`src/rtl/imager_pkg.sv`:
```
// Shared definitions for the imager frame scheduler: state encoding and
// the fixed widths used across the scheduler and its selector.
package imager_pkg;

    localparam int MAX_CAMS    = 8;
    localparam int FRAME_CNT_W = 16;
    localparam int CAM_IDX_W   = 3;
    // Pointer must be able to sit one past the last camera (0..MAX_CAMS).
    localparam int PTR_W       = 4;

    typedef enum logic [2:0] {
        ST_IDLE      = 3'd0,
        ST_SELECT    = 3'd1,
        ST_START     = 3'd2,
        ST_WAIT_DONE = 3'd3,
        ST_GAP       = 3'd4
    } sched_state_e;

endpackage

```
`src/rtl/imager_rr_select.sv`:
```
// Combinational round-robin finder: lowest enabled camera index that is
// greater than or equal to the pointer.
module imager_rr_select
    import imager_pkg::*;
#(
    parameter int NUM_CAMS = 2
) (
    input  logic [NUM_CAMS-1:0]  mask,
    input  logic [PTR_W-1:0]     ptr,
    output logic [CAM_IDX_W-1:0] idx,
    output logic                 found
);

    logic [NUM_CAMS-1:0] eligible;

    generate
        for (genvar gi = 0; gi < NUM_CAMS; gi++) begin : g_elig
            assign eligible[gi] = mask[gi] && (PTR_W'(gi) >= ptr);
        end
    endgenerate

    // Descending scan so the lowest eligible index is the one left standing.
    always_comb begin
        idx   = '0;
        found = 1'b0;
        for (int i = NUM_CAMS - 1; i >= 0; i--) begin
            if (eligible[i]) begin
                idx   = CAM_IDX_W'(i);
                found = 1'b1;
            end
        end
    end

endmodule

```
`src/rtl/imager_frame_scheduler.sv`:
```
// Multi-camera frame scheduler: sweeps enabled cameras round-robin, issues
// capture starts, watches for done/timeout and paces repeated sweeps.
module imager_frame_scheduler
    import imager_pkg::*;
#(
    parameter int NUM_CAMS = 2,
    parameter int PERIOD_W = 24
) (
    input  logic                   clk,
    input  logic                   reset,
    input  logic [NUM_CAMS-1:0]    cfg_enable_mask,
    input  logic                   cfg_continuous,
    input  logic [PERIOD_W-1:0]    cfg_period,
    input  logic [PERIOD_W-1:0]    cfg_timeout,
    input  logic                   start,
    input  logic                   stop,
    input  logic                   clear_errors,
    input  logic [NUM_CAMS-1:0]    controller_busy,
    input  logic [NUM_CAMS-1:0]    frame_capture_done,
    input  logic [NUM_CAMS-1:0]    fifo_afull,
    output logic [NUM_CAMS-1:0]    frame_capture_start,
    output logic [NUM_CAMS-1:0]    cam_reset,
    output logic [CAM_IDX_W-1:0]   active_cam,
    output logic                   busy,
    output logic                   sweep_done,
    output logic [FRAME_CNT_W-1:0] frame_count,
    output logic                   err_timeout,
    output logic                   err_overrun,
    output logic                   err_config
);

    sched_state_e state_q, state_d;

    logic [NUM_CAMS-1:0]    mask_q, mask_d;
    logic [PTR_W-1:0]       ptr_q, ptr_d;
    logic [CAM_IDX_W-1:0]   cam_q, cam_d;
    logic                   pend_stop_q, pend_stop_d;
    logic                   gap_entry_q, gap_entry_d;
    logic [PERIOD_W-1:0]    period_cnt_q, period_cnt_d;
    logic [PERIOD_W-1:0]    wait_cnt_q, wait_cnt_d;
    logic [FRAME_CNT_W-1:0] frame_count_q, frame_count_d;
    logic [NUM_CAMS-1:0]    start_q, start_d;
    logic [NUM_CAMS-1:0]    cam_reset_q, cam_reset_d;
    logic                   busy_q, busy_d;
    logic                   sweep_done_q, sweep_done_d;
    logic                   err_timeout_q, err_timeout_d;
    logic                   err_overrun_q, err_overrun_d;
    logic                   err_config_q, err_config_d;

    logic [CAM_IDX_W-1:0]   sel_idx;
    logic                   sel_found;
    logic [NUM_CAMS-1:0]    sel_onehot;
    logic [NUM_CAMS-1:0]    act_onehot;
    logic [NUM_CAMS-1:0]    above_active;
    logic                   sel_blocked;
    logic                   act_done;
    logic                   timed_out;
    logic [PERIOD_W-1:0]    period_inc;
    logic [PERIOD_W-1:0]    wait_inc;
    logic                   sweep_begin;
    logic                   set_timeout;
    logic                   set_overrun;
    logic                   set_config;

    imager_rr_select #(
        .NUM_CAMS (NUM_CAMS)
    ) u_rr_select (
        .mask  (mask_q),
        .ptr   (ptr_q),
        .idx   (sel_idx),
        .found (sel_found)
    );

    generate
        for (genvar gi = 0; gi < NUM_CAMS; gi++) begin : g_cam
            assign sel_onehot[gi]   = (sel_idx == CAM_IDX_W'(gi));
            assign act_onehot[gi]   = (cam_q == CAM_IDX_W'(gi));
            assign above_active[gi] = mask_q[gi] && (CAM_IDX_W'(gi) > cam_q);
        end
    endgenerate

    assign sel_blocked = |((fifo_afull | controller_busy) & sel_onehot);
    assign act_done    = |(frame_capture_done & act_onehot);

    // Both counters report elapsed cycles including the current one, so a
    // limit of N fires exactly N cycles after the clearing edge.
    assign period_inc = (&period_cnt_q) ? period_cnt_q : period_cnt_q + PERIOD_W'(1);
    assign wait_inc   = (&wait_cnt_q)   ? wait_cnt_q   : wait_cnt_q + PERIOD_W'(1);
    assign timed_out  = (cfg_timeout != '0) && (wait_inc >= cfg_timeout);

    always_comb begin
        state_d       = state_q;
        mask_d        = mask_q;
        ptr_d         = ptr_q;
        cam_d         = cam_q;
        pend_stop_d   = pend_stop_q | (stop && (state_q != ST_IDLE));
        gap_entry_d   = 1'b0;
        period_cnt_d  = period_inc;
        wait_cnt_d    = (state_q == ST_WAIT_DONE) ? wait_inc : '0;
        frame_count_d = frame_count_q;
        start_d       = '0;
        cam_reset_d   = '0;
        sweep_done_d  = 1'b0;
        sweep_begin   = 1'b0;
        set_timeout   = 1'b0;
        set_overrun   = 1'b0;
        set_config    = 1'b0;

        case (state_q)
            ST_IDLE: begin
                if (start) begin
                    if (|cfg_enable_mask) begin
                        state_d     = ST_SELECT;
                        sweep_begin = 1'b1;
                    end else begin
                        set_config = 1'b1;
                    end
                end
            end
            ST_SELECT: begin
                if (stop || !sel_found) begin
                    state_d = ST_IDLE;
                end else if (!sel_blocked) begin
                    state_d = ST_START;
                    cam_d   = sel_idx;
                    start_d = sel_onehot;
                end
            end
            ST_START: begin
                state_d = ST_WAIT_DONE;
            end
            ST_WAIT_DONE: begin
                if (act_done || timed_out) begin
                    // A real done in the same cycle as the timeout still counts.
                    if (act_done) begin
                        frame_count_d = frame_count_q + FRAME_CNT_W'(1);
                    end else begin
                        set_timeout = 1'b1;
                        cam_reset_d = act_onehot;
                    end
                    ptr_d = PTR_W'(cam_q) + PTR_W'(1);
                    if (pend_stop_q || stop) begin
                        state_d = ST_IDLE;
                    end else if (|above_active) begin
                        state_d = ST_SELECT;
                    end else begin
                        state_d      = ST_GAP;
                        sweep_done_d = 1'b1;
                        gap_entry_d  = 1'b1;
                    end
                end
            end
            ST_GAP: begin
                if (stop || !cfg_continuous) begin
                    state_d = ST_IDLE;
                end else if (period_inc >= cfg_period) begin
                    set_overrun = gap_entry_q;
                    if (|cfg_enable_mask) begin
                        state_d     = ST_SELECT;
                        sweep_begin = 1'b1;
                    end else begin
                        set_config = 1'b1;
                        state_d    = ST_IDLE;
                    end
                end
            end
            default: begin
                state_d = ST_IDLE;
            end
        endcase

        if (sweep_begin) begin
            mask_d       = cfg_enable_mask;
            ptr_d        = '0;
            period_cnt_d = '0;
        end
        if (state_d == ST_IDLE) begin
            pend_stop_d = 1'b0;
        end

        busy_d        = (state_d != ST_IDLE);
        err_timeout_d = set_timeout | (err_timeout_q & ~clear_errors);
        err_overrun_d = set_overrun | (err_overrun_q & ~clear_errors);
        err_config_d  = set_config  | (err_config_q  & ~clear_errors);
    end

    always_ff @(posedge clk or posedge reset) begin
        if (reset) begin
            state_q       <= ST_IDLE;
            mask_q        <= '0;
            ptr_q         <= '0;
            cam_q         <= '0;
            pend_stop_q   <= 1'b0;
            gap_entry_q   <= 1'b0;
            period_cnt_q  <= '0;
            wait_cnt_q    <= '0;
            frame_count_q <= '0;
            start_q       <= '0;
            cam_reset_q   <= '0;
            busy_q        <= 1'b0;
            sweep_done_q  <= 1'b0;
            err_timeout_q <= 1'b0;
            err_overrun_q <= 1'b0;
            err_config_q  <= 1'b0;
        end else begin
            state_q       <= state_d;
            mask_q        <= mask_d;
            ptr_q         <= ptr_d;
            cam_q         <= cam_d;
            pend_stop_q   <= pend_stop_d;
            gap_entry_q   <= gap_entry_d;
            period_cnt_q  <= period_cnt_d;
            wait_cnt_q    <= wait_cnt_d;
            frame_count_q <= frame_count_d;
            start_q       <= start_d;
            cam_reset_q   <= cam_reset_d;
            busy_q        <= busy_d;
            sweep_done_q  <= sweep_done_d;
            err_timeout_q <= err_timeout_d;
            err_overrun_q <= err_overrun_d;
            err_config_q  <= err_config_d;
        end
    end

    assign frame_capture_start = start_q;
    assign cam_reset           = cam_reset_q;
    assign active_cam          = cam_q;
    assign busy                = busy_q;
    assign sweep_done          = sweep_done_q;
    assign frame_count         = frame_count_q;
    assign err_timeout         = err_timeout_q;
    assign err_overrun         = err_overrun_q;
    assign err_config          = err_config_q;

endmodule

```
`config.mk`:
```
export PLATFORM = sky130hd
export DESIGN_NAME = imager_frame_scheduler
export DESIGN_NICKNAME = d
export VERILOG_FILES = /design/src/rtl/imager_pkg.sv /design/src/rtl/imager_rr_select.sv /design/src/rtl/imager_frame_scheduler.sv
export SDC_FILE = /design/constraint.sdc
export NUM_CORES = 1
export LEC_CHECK = 0
export ABC_AREA = 1
export CORE_UTILIZATION = 56
export CTS_CLUSTER_DIAMETER = 120
export DETAILED_ROUTE_END_ITERATION = 8
export PLACE_DENSITY = 0.86
export SLEW_MARGIN = 40
export SYNTH_ARGS = -nofsm -noshare
export SYNTH_HDL_FRONTEND = slang
export SYNTH_HIERARCHICAL = 1
export SYNTH_SLANG_ARGS = --single-unit
```
`constraint.sdc`:
```
create_clock -name clk -period 4.7 [get_ports clk]
set_clock_uncertainty 0.1 [all_clocks]
set_input_delay 1.41 -clock clk [delete_from_list [all_inputs] [get_ports clk]]
set_output_delay 1.41 -clock clk [all_outputs]
set_load 0.01 [all_outputs]
```
==> impl_metrics.ini, run 1 <==
[outcome]
status = finished, violations left
violations = DRC

[floorplan]
row_count = 38
die_height_um = 107.3
die-width_um = 107.3
start_util_pct = 57.24
die-area_um2 = 11500
fp.coreArea_um2 = 10840
pin_count = 90

[global_route]
grt_pass1_wl_um = 24990
grt_util_met1_pct = 35.23
use_met2_pct = 46.18
track_usage_pct = 27.87
grt_antenna_before_repair = 0
grt-ovfl-total = 0
grt_pass1_vias = 5480
met3_usage_pct = 5.630
top_usage_layer = met2
grt_start_max_net_pins = 42

[cells_and_area]
multi_input_comb_area_um2 = 3396
area_growth_pct = 20.33
diodes = 0
layout.area.seq_um2 = 2152
fillers = 933
drive_above_1_share_pct = 5.134
fin_util_pct = 68.87
nets = 1045

[setup_path]
startpoint = period_cnt_q[0]$_DFF_PP0_
critPathMaxFanout = 28
critPathLaunchType = flip-flop
rr_startpoint = period_cnt_q[0]$_DFF_PP0_
r2r_slack_ns = 0.67
worst-r2r-cell-count = 21
cp.arrival_ns = 4.16
reg2reg_to = mask_q[1]$_DFFE_PP0P_
required_ns = 4.83
cp-endpoint = mask_q[1]$_DFFE_PP0P_
path_class = reg2reg
cp-end-kind = flip-flop

[drt]
via_per_inst = 5.285
avgRoutedWirePerCell_um = 13.90
drc = 2
vias = 5681
detail-route-antenna-nets = 0
dr.pass1.iters = 7
drtIter0Drc = 310
wl_um = 14950

[placed_design]
portBuffers = 89
dp_hpwl_um = 11830
pre_cts_ws_ns = 0.7114
gp_congestion = 0.9770

[yosys]
synth_edf_count = 0
yosys-top-cells-area = dfrtp_1, ha_1, nand2_1, inv_1, nor2_1
yosys_register_bits = 86
ys_warn_count = 6
synth_area_per_cell_um2 = 7.431
netlist_area_um2 = 6205
ys.flop_type = dfrtp_1
async_reset_ff_share_pct = 100.0
synth_cell_type_count = 43
yosys.area.top_type = dfrtp_1
seq_area_frac_synth_pct = 34.68
synth_cells = 835
netlist.area_leader.share_pct = 34.68

[cts]
clk_pin_slew_ns = 0.09
htreeDepth = 3
cts-root-buf = clkbuf_8
cts_sinks = 86
clk_latency_ns = 0.38
postCtsHoldBufs = 0
cts_tree = yes
cts_buffers = 9
ctsResizeCount = 0
clock_path_buffers = 2
cts_setup_buffers = 0

[sta]
setup_ws_ns = 0.6741
slew_headroom_pct = 51.58
fin_setup_tns_ns = 0
rsz0062_at_grt = false
fmax_mhz = 248.4
drv_slew = 0
period_needed_ns = 4.026
setup_viol = 0
finalHoldViolations = 0
worst_slew_pin_slew_ns = 0.7236
min_period_over_period_pct = 85.66

[pwr]
pwr_density_cell_nw_per_um2 = 281.6
p_leak_nw = 3.842
irDropWorstVdd_v = 0.0002545

[job]
maxCapViolations = 0

[hold_path]
worstHoldPathType = reg2reg
## layout make-up
cell class	instances	share of cell area, %
Timing Repair Buffer	95	12.54
Sequential cell	86	28.83
Tap cell	140	2.346
Multi-Input combinational cell	582	45.48
Clock buffer	10	1.709
Inverter	156	7.860
Clock inverter	6	1.240
## routing by layer
layer	share of wire, %	wire length, um
met4	3.9	588
met2	47	6970
met3	4.4	662
met5	0	0
met1	45	6725
## report_power, final
| part | switching, W | leakage (nW) | internal, W |
|---|---|---|---|
| sequential | 0.0000780 | 1.15 | 0.000815 |
| clock | 0.000289 | 0.109 | 0.000304 |
| combinational | 0.000354 | 2.58 | 0.000262 |
## state kept, by name (all words and copies together) (netlist names), 2 cells and up
signal,flops
active_cam,3
cam_reset,2
frame_capture_start,2
frame_count,16
mask_q,2
period_cnt_q,24
ptr_q,4
state_q,3
wait_cnt_q,24
## cells in the final DEF (no fill, tap or decap), types with 2 or more instances in the layout
master / instances
nand2_1: 168
inv_1: 154
nor2_1: 93
clkdlybuf4s50_1: 89
dfrtp_1: 86
ha_1: 53
a21oi_1: 43
xor2_1: 37
nand3_1: 34
nor3_1: 32
nand4_1: 24
o21ai_0: 18
xnor2_1: 15
nor4_1: 13
clkbuf_8: 9
a21oi_2: 8
nor3_2: 6
buf_4: 6
nand3b_1: 4
a21o_1: 3
nand3_2: 3
o22ai_1: 3
nand2_2: 3
and2_1: 2
o21a_1: 2
nor3_4: 2
and3_1: 2
a31oi_1: 2
clkinv_2: 2
bufinv_16: 2
conb_1: 2
## per-stage QoR
stage | cells | cell area, um^2 | total power [W] | hold slack, ns
finish | 1075 | 7466 | 0.002102 | 0.4060
global route | 1075 | 7466 | 0.002241 | 0.4315
CTS | 1075 | 7466 | 0.002114 | 0.4121
detailed placement | 1059 | 7246 | 0.001520 | 0.3938
global placement | 1059 | 7238 | 0.001499 | 0.3900
floorplan | 836 | 6208 | 0.001300 | 0.4011
## worst min-delay path by stage
stage	startpoint	end	slack, ns	depth (start not counted)
after floorplan	pend_stop_q$_DFF_PP0_	pend_stop_q$_DFF_PP0_	0.40	2
after global placement	frame_count[14]$_DFFE_PP0P_	frame_count[14]$_DFFE_PP0P_	0.39	1
after global routing	frame_count[14]$_DFFE_PP0P_	frame_count[14]$_DFFE_PP0P_	0.43	1
after CTS	frame_count[14]$_DFFE_PP0P_	frame_count[14]$_DFFE_PP0P_	0.41	1
final	frame_count[14]$_DFFE_PP0P_	frame_count[14]$_DFFE_PP0P_	0.41	1
after detailed placement	frame_count[14]$_DFFE_PP0P_	frame_count[14]$_DFFE_PP0P_	0.39	1
## synthesized netlist by cell type (3+ instances only)
cell type and count:
ha_1 53, a21o_1 3, buf_2 3, nor4_1 13, o21ai_0 18, inv_1 155, nor3_2 6, xnor2_1 15
nand4_1 24, nand2_1 168, nor3_1 32, o22ai_1 3, nand3_2 3, nand2_2 3, nand3_1 34, dfrtp_1 86
nand3b_1 4, nor2_1 93, a21oi_2 8, a21oi_1 43, xor2_1 37
## logic make-up after synthesis
| family | count (synthesis) | share of synthesized area, % |
|---|---|---|
| and+or+nand+nor | 389 | 28.33 |
| buffers and inverters | 168 | 10.77 |
| xor gates and xnor gates | 52 | 7.340 |
| adders and majority gates | 53 | 10.69 |
| AOI/OAI and AO/OA | 86 | 8.127 |
| DFF | 86 | 34.68 |
| other | 1 | 0.06044 |
## worst max-delay path, stage by stage (launching register included)
cell	delay, ns
dfrtp_1	0.45
ha_1	0.22
nand3_1	0.17
nor3_1	0.32
nand2_1	0.17
nor2_1	0.11
nand3_1	0.19
nand4_1	0.15
xor2_1	0.25
ha_1	0.29
nand2_1	0.07
inv_1	0.03
o21ai_0	0.19
nand2_1	0.11
nand2_1	0.07
nand3_1	0.06
nor2_1	0.20
nand2_1	0.12
nand2_1	0.17
o21ai_4	0.23
nand2_1	0.12
o21ai_0	0.09
Power figures use the tool's default switching activity.
==> inputs of run 2 (changes only) <==
CORE_ASPECT_RATIO = 0.5   (was not set)
==> run 2 against run 1 <==
  * The flow now finishes without violations
  * Total power increased by 6.7%
  * Critical path depth increased by 2
  * First-iteration DRC count decreased by 10%
  * Routed wire length increased by 0.53%
  * Cell count decreased by 0.19%
  * Utilization increased by 3.0 points
  * Combinational power increased by 1%
  * Worst hold slack got worse by 0.0084 ns
  * Largest cell class unchanged
==> impl_metrics.ini, run 2 (synthesized netlist as in run 1, its figures left out) <==
[pwr]
p_leak_nw = 3.872
finalPower_w = 0.002244
pwr_density_cell_nw_per_um2 = 297.9
irDropWorstVdd_v = 0.0002517

[drt]
dr.pass1.iters = 5
wl_um = 15030
drtIter0Drc = 279
detail-route-antenna-nets = 0
vias = 5752
drc = 0
via_per_inst = 5.361
avgRoutedWirePerCell_um = 14.00

[sta]
hold-worst-slack_ns = 0.3976
slew_headroom_pct = 52.81
rsz0062_at_grt = false
drv_slew = 0
setup_ws_ns = 0.8098
setup_viol = 0
fin_setup_tns_ns = 0
finalHoldViolations = 0
period_needed_ns = 3.890
fmax_mhz = 257.1
min_period_over_period_pct = 82.77
worst_slew_pin_slew_ns = 0.7052

[cts]
cts_tree = yes
cts_buffers = 9
cts_sinks = 86
clk_pin_slew_ns = 0.07
ctsResizeCount = 0
clock_path_buffers = 2
cts-root-buf = clkbuf_16
clk_latency_ns = 0.35
cts_setup_buffers = 0
postCtsHoldBufs = 0
htreeDepth = 3

[setup_path]
required_ns = 4.87
cp.arrival_ns = 4.06
cp-end-kind = flip-flop
path_class = reg2reg
critPathMaxFanout = 6
slowest_stage = dfrtp_1
crit_chain = ha_1 > nand3_2 > nor3_2 > nand4_1 > nor2_2 > nor3_1 > nand3_1 > nor2_1 > nor2_1 > ha_1 > nand2_1 > inv_1 > nand2_1 > nand2_1 > nand2_1 > nand2_1 > a21oi_1 > nand2_1 > nand2_1 > nand2_1 > nand2_1 > nand3b_1 > o21ai_0
critPathLaunchType = flip-flop
slowest_delay_ns = 0.42
path_common_cell = nand2_1

[placed_design]
portBuffers = 89
pre_cts_ws_ns = 0.7972
dp_hpwl_um = 11760
gp_congestion = 0.9666

[floorplan]
die_height_um = 76.43
row_count = 26
start_util_pct = 59.23
die-width_um = 150.9
fp.coreArea_um2 = 10480
die-area_um2 = 11530
pin_count = 90

[cells_and_area]
area_growth_pct = 21.42
drive_above_1_share_pct = 5.145
diodes = 0
fin_util_pct = 71.92
final_common_cell = nand2_1
nets = 1043
mostFrequentLayoutCells = nand2_1, inv_1, nor2_1

[global_route]
grt_pass1_vias = 5712
grt-ovfl-total = 0
grt_start_max_net_pins = 46
grt_antenna_before_repair = 0
track_usage_pct = 28.26
grt_pass1_wl_um = 25860

[job]
maxCapViolations = 0

[outcome]
status = finished, final reports clean

[hold_path]
worstHoldPathType = reg2reg
run 2: cell count changes in the layout (fill, tap and decap cells not counted), sizes merged:
cell    previous run  this run
clkinv             2         4
bufinv             2         1
buf                6         4
inv              157       156
run 2: final timing paths:
path                                             start                          end  slack (ns)  cells after the start
setup / recovery               wait_cnt_q[0]$_DFF_PP0_         ptr_q[1]$_DFFE_PP0P_        0.81                     23
hold / removal             frame_count[14]$_DFFE_PP0P_  frame_count[14]$_DFFE_PP0P_        0.40                      1
setup reg to reg               wait_cnt_q[0]$_DFF_PP0_         ptr_q[1]$_DFFE_PP0P_        0.81                     23
hold reg to reg            frame_count[14]$_DFFE_PP0P_  frame_count[14]$_DFFE_PP0P_        0.40                      1
max in group asynchronous                        reset    period_cnt_q[2]$_DFF_PP0_        2.41                      3
min in group asynchronous                        reset         state_q[1]$_DFF_PP0_        1.37                      2
run 2: cell type report:
cell class                 instances  area [um^2]
multi-input combinational        582         3397
timing repair buffer              93        920.9
fill                             862         2942
clock inverter                     6        61.31
tap                              140        175.2
inverter                         156        588.1
clock buffer                      10        239.0
sequential                        86         2152
run 2: where the power goes:
part	internal [W]	switching, W
Clock	0.000424	0.000300
Combinational	0.000263	0.000359
Sequential	0.000816	0.0000826
Total	0.00150	0.000741
run 2: critical path, delay by kind of cell, from the launching register on:
kind                       cells  cell delay [ns]
and+or+nand+nor               18             2.42
adders and majority gates      2             0.51
DFF                            1             0.42
AOI/OAI and AO/OA              2             0.32
buffers and inverters          1             0.04
run 2: metrics by stage:
step	cells	cell area [um^2]
final	1073	7533
after global routing	1073	7533
after CTS	1073	7531
after detailed placement	1057	7231
after global placement	1057	7223
after floorplan	836	6208
run 2: routing by layer:
metal | global-route usage, % | part of all wire [%] | wire, um | vias up
met1 | 34.22 | 43 | 6520 | 2693
met2 | 50.69 | 50 | 7514 | 162
met5 | 0 | 0 | 0 | -
met4 | 9.400 | 2.1 | 315 | 0
li1 | - | - | - | 2868
met3 | 4.731 | 4.5 | 675 | 29
